## config.mk

```make
export PLATFORM = sky130hd
export DESIGN_NAME = uart_imem_loader_flat
export DESIGN_NICKNAME = d
export VERILOG_FILES = /design/src/rtl/uart_imem_loader_pkg.sv /design/src/rtl/uart_imem_loader_if.sv /design/src/rtl/uart_imem_loader_timeout.sv /design/src/rtl/uart_imem_loader.sv /design/src/flat_wrapper.sv
export SDC_FILE = /design/constraint.sdc
export NUM_CORES = 1
export LEC_CHECK = 0
export ABC_AREA = 1
export ABC_CLOCK_PERIOD_IN_PS = 2300
export BUFFER_PORTS_ARGS = -buffer_cell sky130_fd_sc_hd__buf_4
export CELL_PAD_IN_SITES_DETAIL_PLACEMENT = 1
export CELL_PAD_IN_SITES_GLOBAL_PLACEMENT = 2
export CORE_AREA = 4 4 172 174
export DETAILED_ROUTE_END_ITERATION = 10
export DIE_AREA = 0 0 176 178
export GPL_TIMING_DRIVEN = 0
export PLACE_DENSITY_LB_ADDON = 0.1
export SLEW_MARGIN = 15
export SYNTH_ARGS = -nofsm -noshare
export SYNTH_HDL_FRONTEND = slang
export SYNTH_HIERARCHICAL = 1
export SYNTH_SLANG_ARGS = --single-unit
```

## constraint.sdc

```tcl
create_clock -name CLK -period 2.3 [get_ports CLK]
set_input_delay 0.345 -clock CLK [delete_from_list [all_inputs] [get_ports CLK]]
set_output_delay 0.345 -clock CLK [all_outputs]
set_load 0.01 [all_outputs]
```

## src/rtl/uart_imem_loader_pkg.sv

```systemverilog
// rtl/uart_imem_loader_pkg.sv - state encodings, ack bytes and address helper for the IMEM loader
package uart_imem_loader_pkg;

  typedef logic [2:0] state_t;

  localparam state_t S_IDLE   = 3'd0;
  localparam state_t S_CNT_LO = 3'd1;
  localparam state_t S_CNT_HI = 3'd2;
  localparam state_t S_DATA   = 3'd3;
  localparam state_t S_CSUM   = 3'd4;
  localparam state_t S_ACK    = 3'd5;

  localparam logic [7:0] ACK_BYTE          = 8'h06;
  localparam logic [7:0] NAK_BYTE          = 8'h15;
  localparam logic [7:0] SYNC_BYTE_DEFAULT = 8'hA5;

  function automatic logic [31:0] word_addr(input logic [31:0] base, input logic [15:0] idx);
    return base + {14'd0, idx, 2'b00};
  endfunction

endpackage

```

## src/rtl/uart_imem_loader_if.sv

```systemverilog
// rtl/uart_imem_loader_if.sv - rx byte stream, IMEM write bus and optional ack channel (LOADER_ACK_EN)
interface uart_imem_loader_if;
  logic [7:0]  rx_data;
  logic        rx_valid;
  logic        imem_we;
  logic [31:0] imem_addr;
  logic [31:0] imem_wd;
`ifdef LOADER_ACK_EN
  logic [7:0]  tx_data;
  logic        tx_valid;
  logic        tx_ready;
`endif

  modport master (
    input  rx_data, rx_valid,
    output imem_we, imem_addr, imem_wd
`ifdef LOADER_ACK_EN
    , output tx_data, tx_valid,
    input  tx_ready
`endif
  );

  modport slave (
    output rx_data, rx_valid,
    input  imem_we, imem_addr, imem_wd
`ifdef LOADER_ACK_EN
    , input tx_data, tx_valid,
    output tx_ready
`endif
  );
endinterface

```

## src/rtl/uart_imem_loader_timeout.sv

```systemverilog
// rtl/uart_imem_loader_timeout.sv - inter-byte silence counter with saturating expiry flag
module loader_timeout #(
  parameter int unsigned TIMEOUT_CYCLES = 1_000_000
) (
  input  logic CLK,
  input  logic RST_N,
  input  logic clr,
  input  logic en,
  output logic expired
);
  localparam int W = $clog2(TIMEOUT_CYCLES + 1);

  logic [W-1:0] count;

  assign expired = (count == W'(TIMEOUT_CYCLES));

  always_ff @(posedge CLK) begin
    if (!RST_N || clr) begin
      count <= '0;
    end else if (en && !expired) begin
      count <= count + W'(1);
    end
  end
endmodule

```

## src/rtl/uart_imem_loader.sv

```systemverilog
// rtl/uart_imem_loader.sv - framed UART program loader driving IMEM writes; LOADER_ACK_EN adds ack/nak byte
module uart_imem_loader
  import uart_imem_loader_pkg::*;
#(
  parameter int unsigned IMEM_WORDS     = 64,
  parameter logic [31:0] BASE_ADDR      = 32'h0,
  parameter logic [7:0]  SYNC_BYTE      = SYNC_BYTE_DEFAULT,
  parameter int unsigned TIMEOUT_CYCLES = 1_000_000
) (
  input  logic                 CLK,
  input  logic                 RST_N,
  uart_imem_loader_if.master   bus,
  output logic                 cpu_hold,
  output logic                 load_done,
  output logic                 load_err,
  output logic                 busy
);
  state_t      state;
  logic [15:0] cnt;
  logic [15:0] word_idx;
  logic [1:0]  byte_cnt;
  logic [23:0] word_buf;
  logic [7:0]  csum;
  logic        we_q;
  logic [31:0] addr_q;
  logic [31:0] wd_q;
  logic        to_en;
  logic        to_exp;
  logic        timed_out;
  logic [15:0] cnt_full;
  logic        bad_cnt;
  logic        finish;
  logic        good;

  assign busy          = (state != S_IDLE);
  assign bus.imem_we   = we_q;
  assign bus.imem_addr = addr_q;
  assign bus.imem_wd   = wd_q;

  // The ack wait is bounded by the host, not by the inter-byte timeout.
  assign to_en     = (state != S_IDLE) && (state != S_ACK);
  assign timed_out = to_en && to_exp && !bus.rx_valid;
  assign cnt_full  = {bus.rx_data, cnt[7:0]};
  assign bad_cnt   = (cnt_full == 16'd0) || (cnt_full > 16'(IMEM_WORDS));
  assign good      = (state == S_CSUM) && bus.rx_valid && (bus.rx_data == csum);
  assign finish    = timed_out
                   || ((state == S_CNT_HI) && bus.rx_valid && bad_cnt)
                   || ((state == S_CSUM) && bus.rx_valid);

  loader_timeout #(.TIMEOUT_CYCLES(TIMEOUT_CYCLES)) u_timeout (
    .CLK     (CLK),
    .RST_N   (RST_N),
    .clr     (bus.rx_valid || !to_en),
    .en      (to_en),
    .expired (to_exp)
  );

`ifdef LOADER_ACK_EN
  logic ack_good;
  assign bus.tx_valid = (state == S_ACK);
  assign bus.tx_data  = ack_good ? ACK_BYTE : NAK_BYTE;
  assign load_done    = (state == S_ACK) && bus.tx_ready && ack_good;
  assign load_err     = (state == S_ACK) && bus.tx_ready && !ack_good;
`else
  logic done_q;
  logic err_q;
  assign load_done = done_q;
  assign load_err  = err_q;
`endif

  always_ff @(posedge CLK) begin
    if (!RST_N) begin
      state    <= S_IDLE;
      cnt      <= '0;
      word_idx <= '0;
      byte_cnt <= '0;
      word_buf <= '0;
      csum     <= '0;
      we_q     <= 1'b0;
      addr_q   <= BASE_ADDR;
      wd_q     <= '0;
      cpu_hold <= 1'b0;
`ifdef LOADER_ACK_EN
      ack_good <= 1'b0;
`else
      done_q   <= 1'b0;
      err_q    <= 1'b0;
`endif
    end else begin
      we_q <= 1'b0;
`ifndef LOADER_ACK_EN
      done_q <= 1'b0;
      err_q  <= 1'b0;
`endif
      if (finish) begin
`ifdef LOADER_ACK_EN
        state    <= S_ACK;
        ack_good <= good;
`else
        state  <= S_IDLE;
        done_q <= good;
        err_q  <= !good;
        if (good) cpu_hold <= 1'b0;
`endif
      end else if (state == S_ACK) begin
`ifdef LOADER_ACK_EN
        if (bus.tx_ready) begin
          state <= S_IDLE;
          if (ack_good) cpu_hold <= 1'b0;
        end
`else
        state <= S_IDLE;
`endif
      end else if (bus.rx_valid) begin
        case (state)
          S_IDLE: begin
            if (bus.rx_data == SYNC_BYTE) begin
              cpu_hold <= 1'b1;
              csum     <= '0;
              word_idx <= '0;
              byte_cnt <= '0;
              state    <= S_CNT_LO;
            end
          end
          S_CNT_LO: begin
            cnt[7:0] <= bus.rx_data;
            state    <= S_CNT_HI;
          end
          S_CNT_HI: begin
            cnt[15:8] <= bus.rx_data;
            state     <= S_DATA;
          end
          S_DATA: begin
            csum <= csum ^ bus.rx_data;
            if (byte_cnt == 2'd3) begin
              we_q     <= 1'b1;
              addr_q   <= word_addr(BASE_ADDR, word_idx);
              wd_q     <= {bus.rx_data, word_buf};
              word_idx <= word_idx + 16'd1;
              byte_cnt <= '0;
              if (word_idx == cnt - 16'd1) state <= S_CSUM;
            end else begin
              word_buf[8*byte_cnt +: 8] <= bus.rx_data;
              byte_cnt <= byte_cnt + 2'd1;
            end
          end
          default: state <= S_IDLE;
        endcase
      end
    end
  end
endmodule
```

## src/flat_wrapper.sv

```systemverilog
// flat-port wrapper written by rule: the top's interface ports become plain ports
module uart_imem_loader_flat import uart_imem_loader_pkg::*;
#(
  parameter int unsigned IMEM_WORDS     = 64,
  parameter logic [31:0] BASE_ADDR      = 32'h0,
  parameter logic [7:0]  SYNC_BYTE      = SYNC_BYTE_DEFAULT,
  parameter int unsigned TIMEOUT_CYCLES = 1_000_000
)
  (CLK, RST_N, cpu_hold, load_done, load_err, busy, bus_rx_data, bus_rx_valid, bus_imem_we, bus_imem_addr, bus_imem_wd);
  uart_imem_loader_if bus_i ();
  input  logic CLK;
  input  logic RST_N;
  output logic cpu_hold;
  output logic load_done;
  output logic load_err;
  output logic busy;
  input wire logic [$bits(bus_i.rx_data)-1:0] bus_rx_data;
  input wire logic [$bits(bus_i.rx_valid)-1:0] bus_rx_valid;
  output wire logic [$bits(bus_i.imem_we)-1:0] bus_imem_we;
  output wire logic [$bits(bus_i.imem_addr)-1:0] bus_imem_addr;
  output wire logic [$bits(bus_i.imem_wd)-1:0] bus_imem_wd;
  assign bus_i.rx_data = bus_rx_data;
  assign bus_i.rx_valid = bus_rx_valid;
  assign bus_imem_we = bus_i.imem_we;
  assign bus_imem_addr = bus_i.imem_addr;
  assign bus_imem_wd = bus_i.imem_wd;
  uart_imem_loader #(.IMEM_WORDS(IMEM_WORDS), .BASE_ADDR(BASE_ADDR), .SYNC_BYTE(SYNC_BYTE), .TIMEOUT_CYCLES(TIMEOUT_CYCLES)) u_core (.CLK(CLK), .RST_N(RST_N), .bus(bus_i), .cpu_hold(cpu_hold), .load_done(load_done), .load_err(load_err), .busy(busy));
endmodule
```

# Word-level counts from Yosys, hierarchy flattened
# Index checks and enable logic that the tools add are counted.
# word_totals
ff_bits	141
inputBits	11
output_inout_bits	69
elab_cells	101
# op_classes
add_sub_neg	5
order_cmp	1
eq_ne	16
n_shift	2
n_mux	20
n_bitwise	7
reduce_logical	36
# op_table
operator	n
$neg A5 Y34	1
$shift A8 B34 Y24 const A	1
$shiftx A8 B34 Y24	1
$mux W16	2
$pmux W16 S2	1
$bwmux W24	1
$add A20 B1 Y20 const B	1
$eq A20 B20 Y1 const B	1
$reduce_and A5 Y1	4
$add A16 B1 Y16 const B	1
$eq A16 B16 Y1	1
$gt A16 B7 Y1 const B	1
$logic_not A16 Y1	1
$pmux W8 S2	1
$sub A16 B1 Y16 const B	1
$pmux W3 S4	1
$reduce_and A4 Y1	3
$mux W3	3
$eq A8 B8 Y1	1
$eq A8 B8 Y1 const B	1
$logic_and A1 B1 Y1	8
$mux W8	1
$ne A2 B1 Y1 const B	4
$reduce_bool A2 Y1	4
other kinds (20)	42

# Logic depth before layout (Yosys ltp)
# Gate-level depths: netlist (run 1).
# logic_depth
depth_word	8
depth_mapped	17
mapped_depth_nobuf	17

# By module
# Netlist (run 1), hierarchy kept.
# by_module_without_submodules
module	n_inst	cells_per_inst	area_per_inst_um2	seq_area_each_um2
uart_imem_loader	1	760	5526.6	2422.3
loader_timeout	1	223	1435.1	400.4

# Worst setup path after synthesis (run 1)
# Ideal clock, no wire load.
# synth_path
kind	reg-to-reg
startpoint	reg u_core.cnt[0]
endpoint	reg u_core.word_buf[22]
setup_time_ns	0.132
arrival_time_ns	1.690
t_required_ns	2.168
path_slack_ns	0.478
stages_incl_launch_ff	16
path_buffers	0
period_less_slack_ns	1.822
cell_sequence	dfxtp_1 > inv_1 > ha_1 > nand3_1 > nor2_2 > nor2_1 > nand3_1 > nand2_1 > nand2_1 > inv_2 > nand3_4 > clkinv_2 > nand2_4 > clkinv_2 > nand3_1 > a21oi_1
# synth_via
elab_chain_cells	7
word_cells_on_any_way	8
cone_classes	order compare (1); bitwise (1); reduce/logical (6)
# synth_rtl
element	line	text
start, declared	uart_imem_loader.sv:19	logic [15:0] cnt;
start signal, assigned	uart_imem_loader.sv:126	cnt[7:0] <= bus.rx_data;
$gt A16 B7 Y1 / $logic_not A16 Y1 (equally long branches)	uart_imem_loader.sv:44	assign bad_cnt = (cnt_full == 16'd0) || (cnt_full > 16'(IMEM_WORDS));
$logic_or A1 B1 Y1 *	uart_imem_loader.sv:44	
$logic_and A1 B1 Y1 *	uart_imem_loader.sv:47	|| ((state == S_CNT_HI) && bus.rx_valid && bad_cnt)
$logic_or A1 B1 Y1 *	uart_imem_loader.sv:47	
$logic_or A1 B1 Y1 *	uart_imem_loader.sv:48	|| ((state == S_CSUM) && bus.rx_valid);
$not A1 Y1 (no source line) *	--	
$reduce_and A5 Y1 (no source line) *	--	
end signal, assigned by index	uart_imem_loader.sv:143	word_buf[8*byte_cnt +: 8] <= bus.rx_data;
end, declared	uart_imem_loader.sv:22	logic [23:0] word_buf;
# Every way passes the cells marked *; elsewhere a longest branch is shown, timed or not.
# A chain may end at the register's enable or synchronous reset.

# Worst setup path in the final report (run 1)
# layout_path
startpoint	reg u_core.cnt[0]
endpoint	reg u_core.word_buf[19]
# Same word-level chain as after synthesis.

==> metrics.yaml, run 1 <==
netlist.top_cell.by_area: "sky130_fd_sc_hd__dfxtp_1"
timing.clock.skew_ns: 0.0144
yosys_register_bits: 141
cts_sinks: 141
synth_area_um2: 6960
grt.total_usage_pct: 15.2
timing.final.crit_period_ns: 2.11
worst_hold_path.num_cells: 3
post-dp-hpwl_mm: 17.6
yosys-top-cells-count: "sky130_fd_sc_hd__nand2_1, sky130_fd_sc_hd__nor2_1, sky130_fd_sc_hd__dfxtp_1"
routed_wire_length_per_instance_um: 15.6
timing.fmax_ghz: 0.473
insertion_delay_ns: 0.42
grt_start_max_net_pins: 17
die_area_um2: 31300
worst-endpoint-arrival_ns: 2.46
post_synthesis_sequential_area_ratio_pct: 40.5
drcViolationCount: 0
timing_worst_setup_path_type: "reg -> reg"
finalMaxSlewViolations: 0
timing.reg2reg.setup_slack_ns: 0.19
dpl.cell_count: 1439
globalplace.congestion: 0.719
yosysTopAreaCellShare_pct: 40.5
max_slew.worst_pin.slew_ns: 0.783
worst_ir_drop_vdd_uv: 476
timing.critical_path.cells: "inv_2 -> ha_2 -> nand3_2 -> o21ai_2 -> nand3_1 -> nand2_1 -> nand2_1 -> inv_2 -> nand3_4 -> clkinv_2 -> nand2_4 -> inv_4 -> nand3_1 -> a21oi_2"
critical_register_to_register_path_endpoint: "u_core/word_buf[19]$_SDFFE_PN0P_"
drt-initial-drc-count: 293
areaGrowthSynthToFinish_pct: 25.5
overflow: 0
rows: 61
path_delay_family: "simple AND/OR/NAND/NOR gates"
wl_mm: 23.1
grt_antenna_before_repair: 0
power_density_nw_per_um2: 711
cp_max_fo: 9
cp-endpoint: "u_core/word_buf[19]$_SDFFE_PN0P_"
synth_cell_types: 38
slowest_delay_ns: 0.33
timing.critical_path.buf_inv: 4
synthesis.yosys.warnings: 6
clockRootBuffer: "sky130_fd_sc_hd__clkbuf_16"
io_buffers: 63
power.static_leakage_nw: 3.63
clock_buffer_depth: 2
first_pass_iters: 4
synth_edf_count: 0
floorplan.io_pins: 80
netlist_instances: 983
slew_headroom_pct: 47.8
setup_viol: 0
core_area_um2: 27800
total_vias_in_the_final_route: 6563
rsz_0062_raised_after_global_routing: "no"
yosys_most_used_dff: "sky130_fd_sc_hd__dfxtp_1"
initial_core_util_pct: 25.1
tritoncts: "done"
synthTopCellsByArea: "sky130_fd_sc_hd__dfxtp_1, sky130_fd_sc_hd__nand2_1, sky130_fd_sc_hd__nor2_1"
fraction_of_layout_cells_with_a_size_suffix_above_1_pct: 18.6
hp-class: "in -> reg"
crit_path_start_kind: "register"
htree_levels: 4
post_cts_hold_buffer_count: 0
fp.dieH_um: 178
hold_viol: 0
postSynth.asyncResetShare_pct: 0
first_global_vias: 6691
cp-startpoint: "u_core/cnt[0]$_SDFFE_PN0P_"
crit_cells: 14
synth_area_per_cell_um2: 7.08
cts_made_buffers: 17
end_kind: "register"
grt_first_pass_wirelength_mm: 37.4
critical_path.slowest_cell: "sky130_fd_sc_hd__dfxtp_2"
final-instance-count-excl-fill: 1478
drtAntennaViolNets: 0
number_of_diodes: 0
finalCritPeriodShare_pct: 92.0
synth_most_common_cell: "sky130_fd_sc_hd__nand2_1"
crit_required_ns: 2.64
vias_per_cell: 4.44
worst_r2r_startpoint: "u_core/cnt[0]$_SDFFE_PN0P_"
floorplan.die.width_um: 176
max_cap_viol_count: 0
cts.reportedPaths.clkPinSlew_ns: 0.06
ff2ff_path_depth: 14
power.total_mw: 6.21
run_status: "finished clean"
nets: 1107
## layout make-up
class	count	area, um^2
buffer	49	268
timing repair buffer	70	526
clock inverter	10	160
multi-input combinational	704	3600
clock buffer	22	484
inverter	104	399
tap	378	473
fill	3482	19000
sequential	141	2820
## repair_timing
item / in CTS / in global routing
setup buffers: 3 / 4
pin swaps: 2 / 4
setup endpoints to repair: 56 / 70
resized for setup: 6 / 18
## placed cells by master, fill, tap and decap left out, drive strengths merged
cell / count
nor4: 5
nor2: 175
nand2: 186
xnor2: 15
a21oi: 81
clkinvlp: 1
buf: 96
clkinv: 8
dfxtp: 141
bufinv: 4
o21ai: 84
nand3b: 3
nor3: 18
a31oi: 2
inv: 101
conb: 16
a211oi: 2
nand4: 23
nand3: 72
clkbuf: 45
xor2: 13
ha: 9
## cell families (layout without fill, tap and decap cells)
logic type	after synthesis	after routing	share of synthesized area (%)
compound gates	169	169	12.7
xor+xnor	28	28	3.52
fa+ha+maj	9	9	1.62
buf+inv	153	255	9.53
flops	141	141	40.5
other cells	1	16	0.0539
simple gates	482	482	32.0
## worst reg2reg max path: stages (launching register included)
cell,delay (ns)
sky130_fd_sc_hd__dfxtp_2,0.33
sky130_fd_sc_hd__inv_2,0.10
sky130_fd_sc_hd__ha_2,0.22
sky130_fd_sc_hd__nand3_2,0.15
sky130_fd_sc_hd__o21ai_2,0.17
sky130_fd_sc_hd__nand3_1,0.13
sky130_fd_sc_hd__nand2_1,0.10
sky130_fd_sc_hd__nand2_1,0.07
sky130_fd_sc_hd__inv_2,0.10
sky130_fd_sc_hd__nand3_4,0.10
sky130_fd_sc_hd__clkinv_2,0.10
sky130_fd_sc_hd__nand2_4,0.10
sky130_fd_sc_hd__inv_4,0.10
sky130_fd_sc_hd__nand3_1,0.11
sky130_fd_sc_hd__a21oi_2,0.15
## power by group
group / internal (mW) / switching, mW
clock: 1.93 / 1.12
sequential: 2.47 / 0.0239
combinational: 0.206 / 0.454
total: 4.61 / 1.60
## stage by stage
stage	setup slack (ns)	TNS (ns)	area (um^2)	hold slack, ns	util [%]
global placement	-0.228	-6.73	7960	0.441	28.7
CTS	0.0105	0	8660	0.224	31.2
finish	0.185	0	8740	0.244	31.5
floorplan	0.478	0	7020	0.432	-
detailed placement	-0.217	-6.89	7960	0.456	28.7
global route	0.00314	0	8740	0.252	31.5
## routing by layer
metal,up-vias,GRT usage (%),part of all wire (%)
li1,3363,-,-
met1,3102,22.7,54
met5,-,0,0
met2,88,22.8,43
met3,10,2.78,3.2
met4,0,3.02,0.67
## registers in the layout, indices dropped and copies added (netlist names)
register                flops
u_core/bus.imem_wd         32
u_core/word_buf            24
u_core/u_timeout/count     20
u_core/bus.imem_addr       16
u_core/cnt                 16
u_core/word_idx            16
u_core/csum                 8
u_core/state                3
u_core/byte_cnt             2
u_core/bus.imem_we          1
u_core/cpu_hold             1
u_core/load_done            1
u_core/load_err             1
## worst min-delay path by stage
stage	end	slack, ns	startpoint
final	u_core/word_buf[3]$_SDFFE_PN0P_	0.24	bus_rx_data[3]
after global routing	u_core/word_buf[2]$_SDFFE_PN0P_	0.25	bus_rx_data[2]
after global placement	u_core/cnt[15]$_SDFFE_PN0P_	0.44	u_core/cnt[15]$_SDFFE_PN0P_
after CTS	u_core/word_buf[3]$_SDFFE_PN0P_	0.22	bus_rx_data[3]
after floorplan	u_core/cnt[15]$_SDFFE_PN0P_	0.43	u_core/cnt[15]$_SDFFE_PN0P_
after detailed placement	u_core/cnt[15]$_SDFFE_PN0P_	0.46	u_core/cnt[15]$_SDFFE_PN0P_
Power figures use the tool's default switching activity.
==> run 2: changes to the inputs <==
Settings changed: CORE_AREA 4 4 172 174 to 4 4 170 172, DIE_AREA 0 0 176 178 to 0 0 174 176, SYNTH_HIERARCHICAL 1 to unset.
==> run 2 against run 1 <==
Effect of this change:
- routed wire length fell by 0.29%
- sequential cell count is the same
- global-route usage up 0.22 points
- largest cell class unchanged
==> metrics.yaml, run 2 <==
yosysTopAreaCellShare_pct: 41.8  # was 40.5%
hp-class: "in -> reg"  # unchanged
floorplan.die.width_um: 174  # was 176 um
max_cap_viol_count: 0  # unchanged
timing.critical_path.cells: "nand3_4 -> nor2_1 -> inv_1 -> nor2_2 -> nand2_2 -> clkinvlp_4 -> nand4_1 -> a21oi_1"  # was inv_2 -> ha_2 -> nand3_2 -> o21ai_2 -> nand3_1 -> nand2_1 -> nand2_1 -> inv_2 -> nand3_4 -> clkinv_2 -> nand2_4 -> inv_4 -> nand3_1 -> a21oi_2
wl_mm: 23.1  # about the same
number_of_diodes: 0  # unchanged
synth_area_um2: 6750  # was 6960 um^2
max_slew.worst_pin.slew_ns: 0.726  # was 0.783 ns
first_global_vias: 6635  # was 6691
tritoncts: "done"  # unchanged
core_area_um2: 27500  # was 27800 um^2
crit_required_ns: 2.66  # was 2.64 ns
path_delay_family: "simple AND/OR/NAND/NOR gates"  # unchanged
timing.fmax_ghz: 0.475  # was 0.473 GHz
placed_area_um2: 7700  # was 7960 um^2
finalInstanceArea_um2: 8400  # was 8740 um^2
post-dp-hpwl_mm: 17.9  # was 17.6 mm
htree_levels: 4  # unchanged
timing.clock.skew_ns: 0.00961  # was 0.0144 ns
finalCritPeriodShare_pct: 91.5  # was 92.0%
slowest_delay_ns: 0.47  # was 0.33 ns
worst-endpoint-arrival_ns: 2.47  # was 2.46 ns
cts_made_buffers: 17  # unchanged
die_area_um2: 30600  # was 31300 um^2
netlist.top_cell.by_area: "sky130_fd_sc_hd__dfxtp_1"  # unchanged
insertion_delay_ns: 0.43  # was 0.42 ns
cts.reportedPaths.clkPinSlew_ns: 0.07  # was 0.06 ns
post_synthesis_sequential_area_ratio_pct: 41.8  # was 40.5%
yosys_most_used_dff: "sky130_fd_sc_hd__dfxtp_1"  # unchanged
synth_edf_count: 0  # unchanged
synthesis.yosys.warnings: 0  # was 6
finalMaxSlewViolations: 0  # unchanged
cts_sinks: 141  # unchanged
floorplan.io_pins: 80  # unchanged
power_density_nw_per_um2: 726  # was 711 nW/um^2
nets: 1065  # was 1107
fp.dieH_um: 176  # was 178 um
yosys_register_bits: 141  # unchanged
run_status: "finished clean"  # unchanged
most-common-layout-cells: "sky130_fd_sc_hd__nand2_1, sky130_fd_sc_hd__nor2_1, sky130_fd_sc_hd__dfxtp_1"  # unchanged
rsz_0062_raised_after_global_routing: "no"  # unchanged
postSynth.asyncResetShare_pct: 0  # unchanged
areaGrowthSynthToFinish_pct: 24.5  # was 25.5%
crit_path_start_kind: "register"  # unchanged
dpl.cell_count: 1366  # was 1439
drt-initial-drc-count: 175  # was 293
io_buffers: 61  # was 63
grt_start_max_net_pins: 17  # unchanged
timing.setup.tns_ns: 0  # unchanged
overflow: 0  # unchanged
number_of_flip_flops_in_the_largest_register: 32  # unchanged
initial_core_util_pct: 24.6  # was 25.1%
grt.total_usage_pct: 15.4  # was 15.2%
grt_antenna_before_repair: 0  # unchanged
end_kind: "register"  # unchanged
slew_headroom_pct: 51.6  # was 47.8%
worst_ir_drop_vdd_uv: 451  # was 476 uV
final-instance-count-excl-fill: 1404  # was 1478
clock_buffer_depth: 2  # unchanged
synthTopCellsByArea: "sky130_fd_sc_hd__dfxtp_1, sky130_fd_sc_hd__nand2_1, sky130_fd_sc_hd__nor2_1"  # unchanged
vias_per_cell: 4.54  # was 4.44
critical_path.slowest_cell: "sky130_fd_sc_hd__dfxtp_1"  # was sky130_fd_sc_hd__dfxtp_2
routed_wire_length_per_instance_um: 16.4  # was 15.6 um
layout.cells.most_common: "sky130_fd_sc_hd__nand2_1"  # unchanged
netlist_instances: 944  # was 983
synth_area_per_cell_um2: 7.15  # was 7.08 um^2
first_pass_iters: 4  # unchanged
fraction_of_layout_cells_with_a_size_suffix_above_1_pct: 14.7  # was 18.6%
globalplace.congestion: 0.770  # was 0.719
clockRootBuffer: "sky130_fd_sc_hd__clkbuf_16"  # unchanged
yosys-top-cells-count: "sky130_fd_sc_hd__nand2_1, sky130_fd_sc_hd__nor2_1, sky130_fd_sc_hd__dfxtp_1"  # unchanged
drcViolationCount: 0  # unchanged
synth_most_common_cell: "sky130_fd_sc_hd__nand2_1"  # unchanged
timing.final.crit_period_ns: 2.10  # was 2.11 ns
hold_viol: 0  # unchanged
fin_util_pct: 30.6  # was 31.5%
timing.critical_path.buf_inv: 2  # was 4
power.static_leakage_nw: 3.54  # was 3.63 nW
total_vias_in_the_final_route: 6371  # was 6563
rows: 61  # unchanged
setup_viol: 0  # unchanged
drtAntennaViolNets: 0  # unchanged
synth_cell_types: 44  # was 38
cp_max_fo: 9  # unchanged
timing_worst_setup_path_type: "reg -> reg"  # unchanged
grt_first_pass_wirelength_mm: 37.4  # about the same
[run 2: changes by cell type after synthesis, moves of 4 or more]
| cell | change |
|---|---|
| sky130_fd_sc_hd__nor3_1 | +9 |
| sky130_fd_sc_hd__xor2_1 | +9 |
| sky130_fd_sc_hd__nor2_2 | -13 |
| sky130_fd_sc_hd__a21oi_2 | -5 |
| sky130_fd_sc_hd__nand3_1 | -36 |
| sky130_fd_sc_hd__o21ai_0 | -4 |
| sky130_fd_sc_hd__inv_1 | -6 |
| sky130_fd_sc_hd__nand4_1 | +8 |
| sky130_fd_sc_hd__nand2_1 | -16 |
| sky130_fd_sc_hd__a21oi_1 | +13 |
| sky130_fd_sc_hd__nor2_4 | -5 |
| sky130_fd_sc_hd__a211oi_1 | +11 |
| sky130_fd_sc_hd__inv_2 | -7 |
[run 2: metal layers]
metal | GRT usage (%) | routed length (um) | share of wire, % | up-vias
li1 | - | - | - | 3267
met1 | 21.1 | 11700 | 51 | 3020
met2 | 25.3 | 10600 | 46 | 70
met3 | 2.96 | 504 | 2.2 | 14
met4 | 3.46 | 199 | 0.86 | 0
met5 | 0 | 0 | 0 | -
[run 2: report_power, final]
| part | switching, mW | internal, mW |
|---|---|---|
| sequential | 0.0310 | 2.47 |
| clock | 1.32 | 1.59 |
| combinational | 0.462 | 0.224 |
[run 2: final cells by class]
class                           count  area [um^2]
Sequential cell                   141         2820
Inverter                           87          334
Clock buffer                       18          439
Timing Repair Buffer               67          503
Multi-Input combinational cell    679         3410
Buffer                             52          288
Fill cell                        3395        19100
Tap cell                          346          433
Clock inverter                     14          171
[run 2: timing repair]
item / CTS / global route
hold buffers: 0 / 0
setup buffers: 0 / 6
gates resized for setup: 5 / 11
setup endpoints to repair: 35 / 52
pin swaps: 0 / 2
[run 2: worst paths after layout]
path | cells after the start | from | endpoint | slack [ns]
min | 3 | bus_rx_data[4] | u_core.word_buf[20]$_SDFFE_PN0P_ | 0.25
max reg2reg | 8 | u_core.state[1]$_SDFFE_PP0P_ | u_core.word_buf[14]$_SDFFE_PN0P_ | 0.20
max | 8 | u_core.state[1]$_SDFFE_PP0P_ | u_core.word_buf[14]$_SDFFE_PN0P_ | 0.20
min reg2reg | 2 | u_core.word_buf[6]$_SDFFE_PN0P_ | u_core.bus.imem_wd[6]$_SDFFE_PN0P_ | 0.46
[run 2: worst register-to-register path: cells and delay by family, from the launching register on]
family | cells | cell delay (ns)
flip-flops | 1 | 0.47
AND/OR/NAND/NOR | 5 | 1.04
AO/OA/AOI/OAI | 1 | 0.16
buffers and inverters | 2 | 0.36
[run 2: kinds of logic after synthesis]
kind of cell	share of synthesized area, %
AO/OA/AOI/OAI	14.3
XOR/XNOR	5.19
adder cells (fa/ha/maj)	1.67
buffers and inverters	9.05
flip-flops	41.8
other	0.0556
AND/OR/NAND/NOR	27.9
[run 2: stage by stage]
stage                     worst slack (ns)  hold slack [ns]  power [mW]
after global placement              -0.315            0.438        3.22
after detailed placement            -0.232            0.449        3.22
after global routing               0.00690            0.240        6.39
after floorplan                      0.532            0.430        3.02
after CTS                           0.0246            0.216        6.20
final                                0.196            0.247        6.10
==> run 3: changes to the inputs <==
Settings changed: ABC_CLOCK_PERIOD_IN_PS 2300 to 2000.
Clock period 2.3 ns to 2 ns, I/O delays scaled along.
==> run 3 against run 2 <==
Effect of this change:
- register-to-register slack got worse by 0.06 ns
- routed wire length rose by 1.2%
- worst hold slack got worse by 0.046 ns
- utilization rose by 0.84 points
- setup slack got worse by 0.056 ns
==> metrics.yaml, run 3 (same netlist as run 2, synthesis figures left out) <==
run_status: "finished clean"  # unchanged
globalplace.congestion: 0.770  # unchanged
cts.reportedPaths.clkPinSlew_ns: 0.07  # about the same
top_layer_used: "met4"  # unchanged
finalMaxSlewViolations: 0  # unchanged
total_vias_in_the_final_route: 6417  # was 6371
power_density_nw_per_um2: 818  # was 726 nW/um^2
timing.critical_path.cells: "inv_1 -> nor2_2 -> nand2_2 -> nand2_4 -> a21oi_2 -> and2_4 -> nand2_4 -> inv_4 -> nand4_1 -> or2_0 -> a21oi_1"  # was nand3_4 -> nor2_1 -> inv_1 -> nor2_2 -> nand2_2 -> clkinvlp_4 -> nand4_1 -> a21oi_1
timing.setup.tns_ns: 0  # unchanged
insertion_delay_ns: 0.43  # about the same
power.static_leakage_nw: 3.67  # was 3.54 nW
wl_mm: 23.3  # was 23.1 mm
overflow: 0  # unchanged
met2RoutedLength_mm: 10.9  # was 10.6 mm
finalCritPeriodShare_pct: 93.0  # was 91.5%
number_of_diodes: 0  # unchanged
crit_path_start_kind: "register"  # unchanged
max_slew.worst_pin.slew_ns: 0.716  # was 0.726 ns
grt_antenna_before_repair: 0  # unchanged
post-dp-hpwl_mm: 17.9  # unchanged
most-common-layout-cells: "sky130_fd_sc_hd__nand2_1, sky130_fd_sc_hd__nor2_1, sky130_fd_sc_hd__dfxtp_1"  # unchanged
first_global_vias: 6664  # was 6635
grt_first_pass_wirelength_mm: 37.6  # was 37.4 mm
grt.total_usage_pct: 15.5  # was 15.4%
cts_made_buffers: 17  # unchanged
number_of_flip_flops_in_the_largest_register: 32  # unchanged
cp_max_fo: 7  # was 9
areaGrowthSynthToFinish_pct: 27.9  # was 24.5%
floorplan.io_pins: 80  # unchanged
drcViolationCount: 0  # unchanged
max_cap_viol_count: 0  # unchanged
fp.dieH_um: 176  # unchanged
slowest_delay_ns: 0.37  # was 0.47 ns
clock_buffer_depth: 2  # unchanged
vias_per_cell: 4.55  # was 4.54
power.total_mw: 7.06  # was 6.10 mW
final.setup.worst_slack_ns: 0.139  # was 0.196 ns
rsz_0062_raised_after_global_routing: "yes"  # was no
io_buffers: 61  # unchanged
core_area_um2: 27500  # unchanged
timing_worst_setup_path_type: "reg -> reg"  # unchanged
fraction_of_layout_cells_with_a_size_suffix_above_1_pct: 19.4  # was 14.7%
post_cts_hold_buffer_count: 0  # unchanged
rows: 61  # unchanged
wirelength_met1_mm: 11.6  # was 11.7 mm
routed_wire_length_per_instance_um: 16.5  # was 16.4 um
worst-endpoint-arrival_ns: 2.22  # was 2.47 ns
timing.final.crit_period_ns: 1.86  # was 2.10 ns
crit_required_ns: 2.36  # was 2.66 ns
first_pass_iters: 4  # unchanged
hold_viol: 0  # unchanged
htree_levels: 4  # unchanged
place_worst_setup_slack_ns: -0.532  # was -0.232 ns
setup_viol: 0  # unchanged
worst_ir_drop_vdd_uv: 522  # was 451 uV
cts_sinks: 141  # unchanged
layout.cells.most_common: "sky130_fd_sc_hd__nand2_1"  # unchanged
met3_length_um: 593  # was 504 um
grt_start_max_net_pins: 17  # unchanged
critical_path.slowest_cell: "sky130_fd_sc_hd__dfxtp_4"  # was sky130_fd_sc_hd__dfxtp_1
critical-path-top-cell-by-count: "sky130_fd_sc_hd__nand2_4"
timing.clock.skew_ns: 0.0101  # was 0.00961 ns
initial_core_util_pct: 24.6  # unchanged
tritoncts: "done"  # unchanged
nets: 1071  # was 1065
clockRootBuffer: "sky130_fd_sc_hd__clkbuf_16"  # unchanged
floorplan.die.width_um: 174  # unchanged
die_area_um2: 30600  # unchanged
end_kind: "register"  # unchanged
drt-initial-drc-count: 167  # was 175
drtAntennaViolNets: 0  # unchanged
hp-class: "in -> reg"  # unchanged
slew_headroom_pct: 52.2  # was 51.6%
timing.fmax_ghz: 0.537  # was 0.475 GHz
-- run 3: routing by layer --
layer | vias to the layer above | GRT usage, %
met1 | 3037 | 21.1
met3 | 14 | 2.96
met4 | 0 | 3.46
li1 | 3291 | -
met2 | 75 | 25.5
met5 | - | 0
-- run 3: what timing repair did --
item / 4_1_cts / 5_1_grt
gates resized for setup: 28 / 63
pin swaps: 3 / 11
buffers inserted: 6 / 7
endpoints found under the setup margin: 114 / 88
-- run 3: final timing paths --
| kind | from | end | slack (ns) | depth (start not counted) |
|---|---|---|---|---|
| setup reg to reg | u_core.state[0]$_SDFFE_PP0P_ | u_core.word_idx[10]$_SDFFE_PN0P_ | 0.14 | 11 |
| hold reg to reg | u_core.word_buf[6]$_SDFFE_PN0P_ | u_core.bus.imem_wd[6]$_SDFFE_PN0P_ | 0.46 | 2 |
| setup / recovery | u_core.state[0]$_SDFFE_PP0P_ | u_core.word_idx[10]$_SDFFE_PN0P_ | 0.14 | 11 |
| hold / removal | bus_rx_data[4] | u_core.word_buf[20]$_SDFFE_PN0P_ | 0.20 | 3 |
-- run 3: where the power goes --
group / internal [mW] / switching [mW] / total (mW)
Clock: 1.83 / 1.51 / 3.34
Sequential: 2.84 / 0.0387 / 2.88
Combinational: 0.288 / 0.556 / 0.844
Total: 4.96 / 2.11 / 7.06
-- run 3: worst max-delay path, delay by kind of cell, from the launching register on --
family / cells / cell delay, ns
flip-flops: 1 / 0.37
buffers and inverters: 2 / 0.15
AO/OA/AOI/OAI: 2 / 0.21
AND/OR/NAND/NOR: 7 / 1.06
-- run 3: through the flow --
stage	utilization (%)	instances	area (um^2)	hold WS (ns)
2_1_floorplan	-	959	6810	0.430
3_3_place_gp	28.0	1366	7700	0.438
3_5_place_dp	28.0	1366	7700	0.449
4_1_cts	30.8	1404	8460	0.168
5_1_grt	31.4	1410	8630	0.196
6_report	31.4	1410	8630	0.201
-- run 3: cell type report --
type	instances	area (um^2)
clock buffers	18	439
plain buffers	51	304
well taps	346	433
fillers	3372	18800
clock inverters	14	171
flip-flops and latches	141	2840
inverters	87	332
multi-input cells	679	3550
repair buffers	74	568
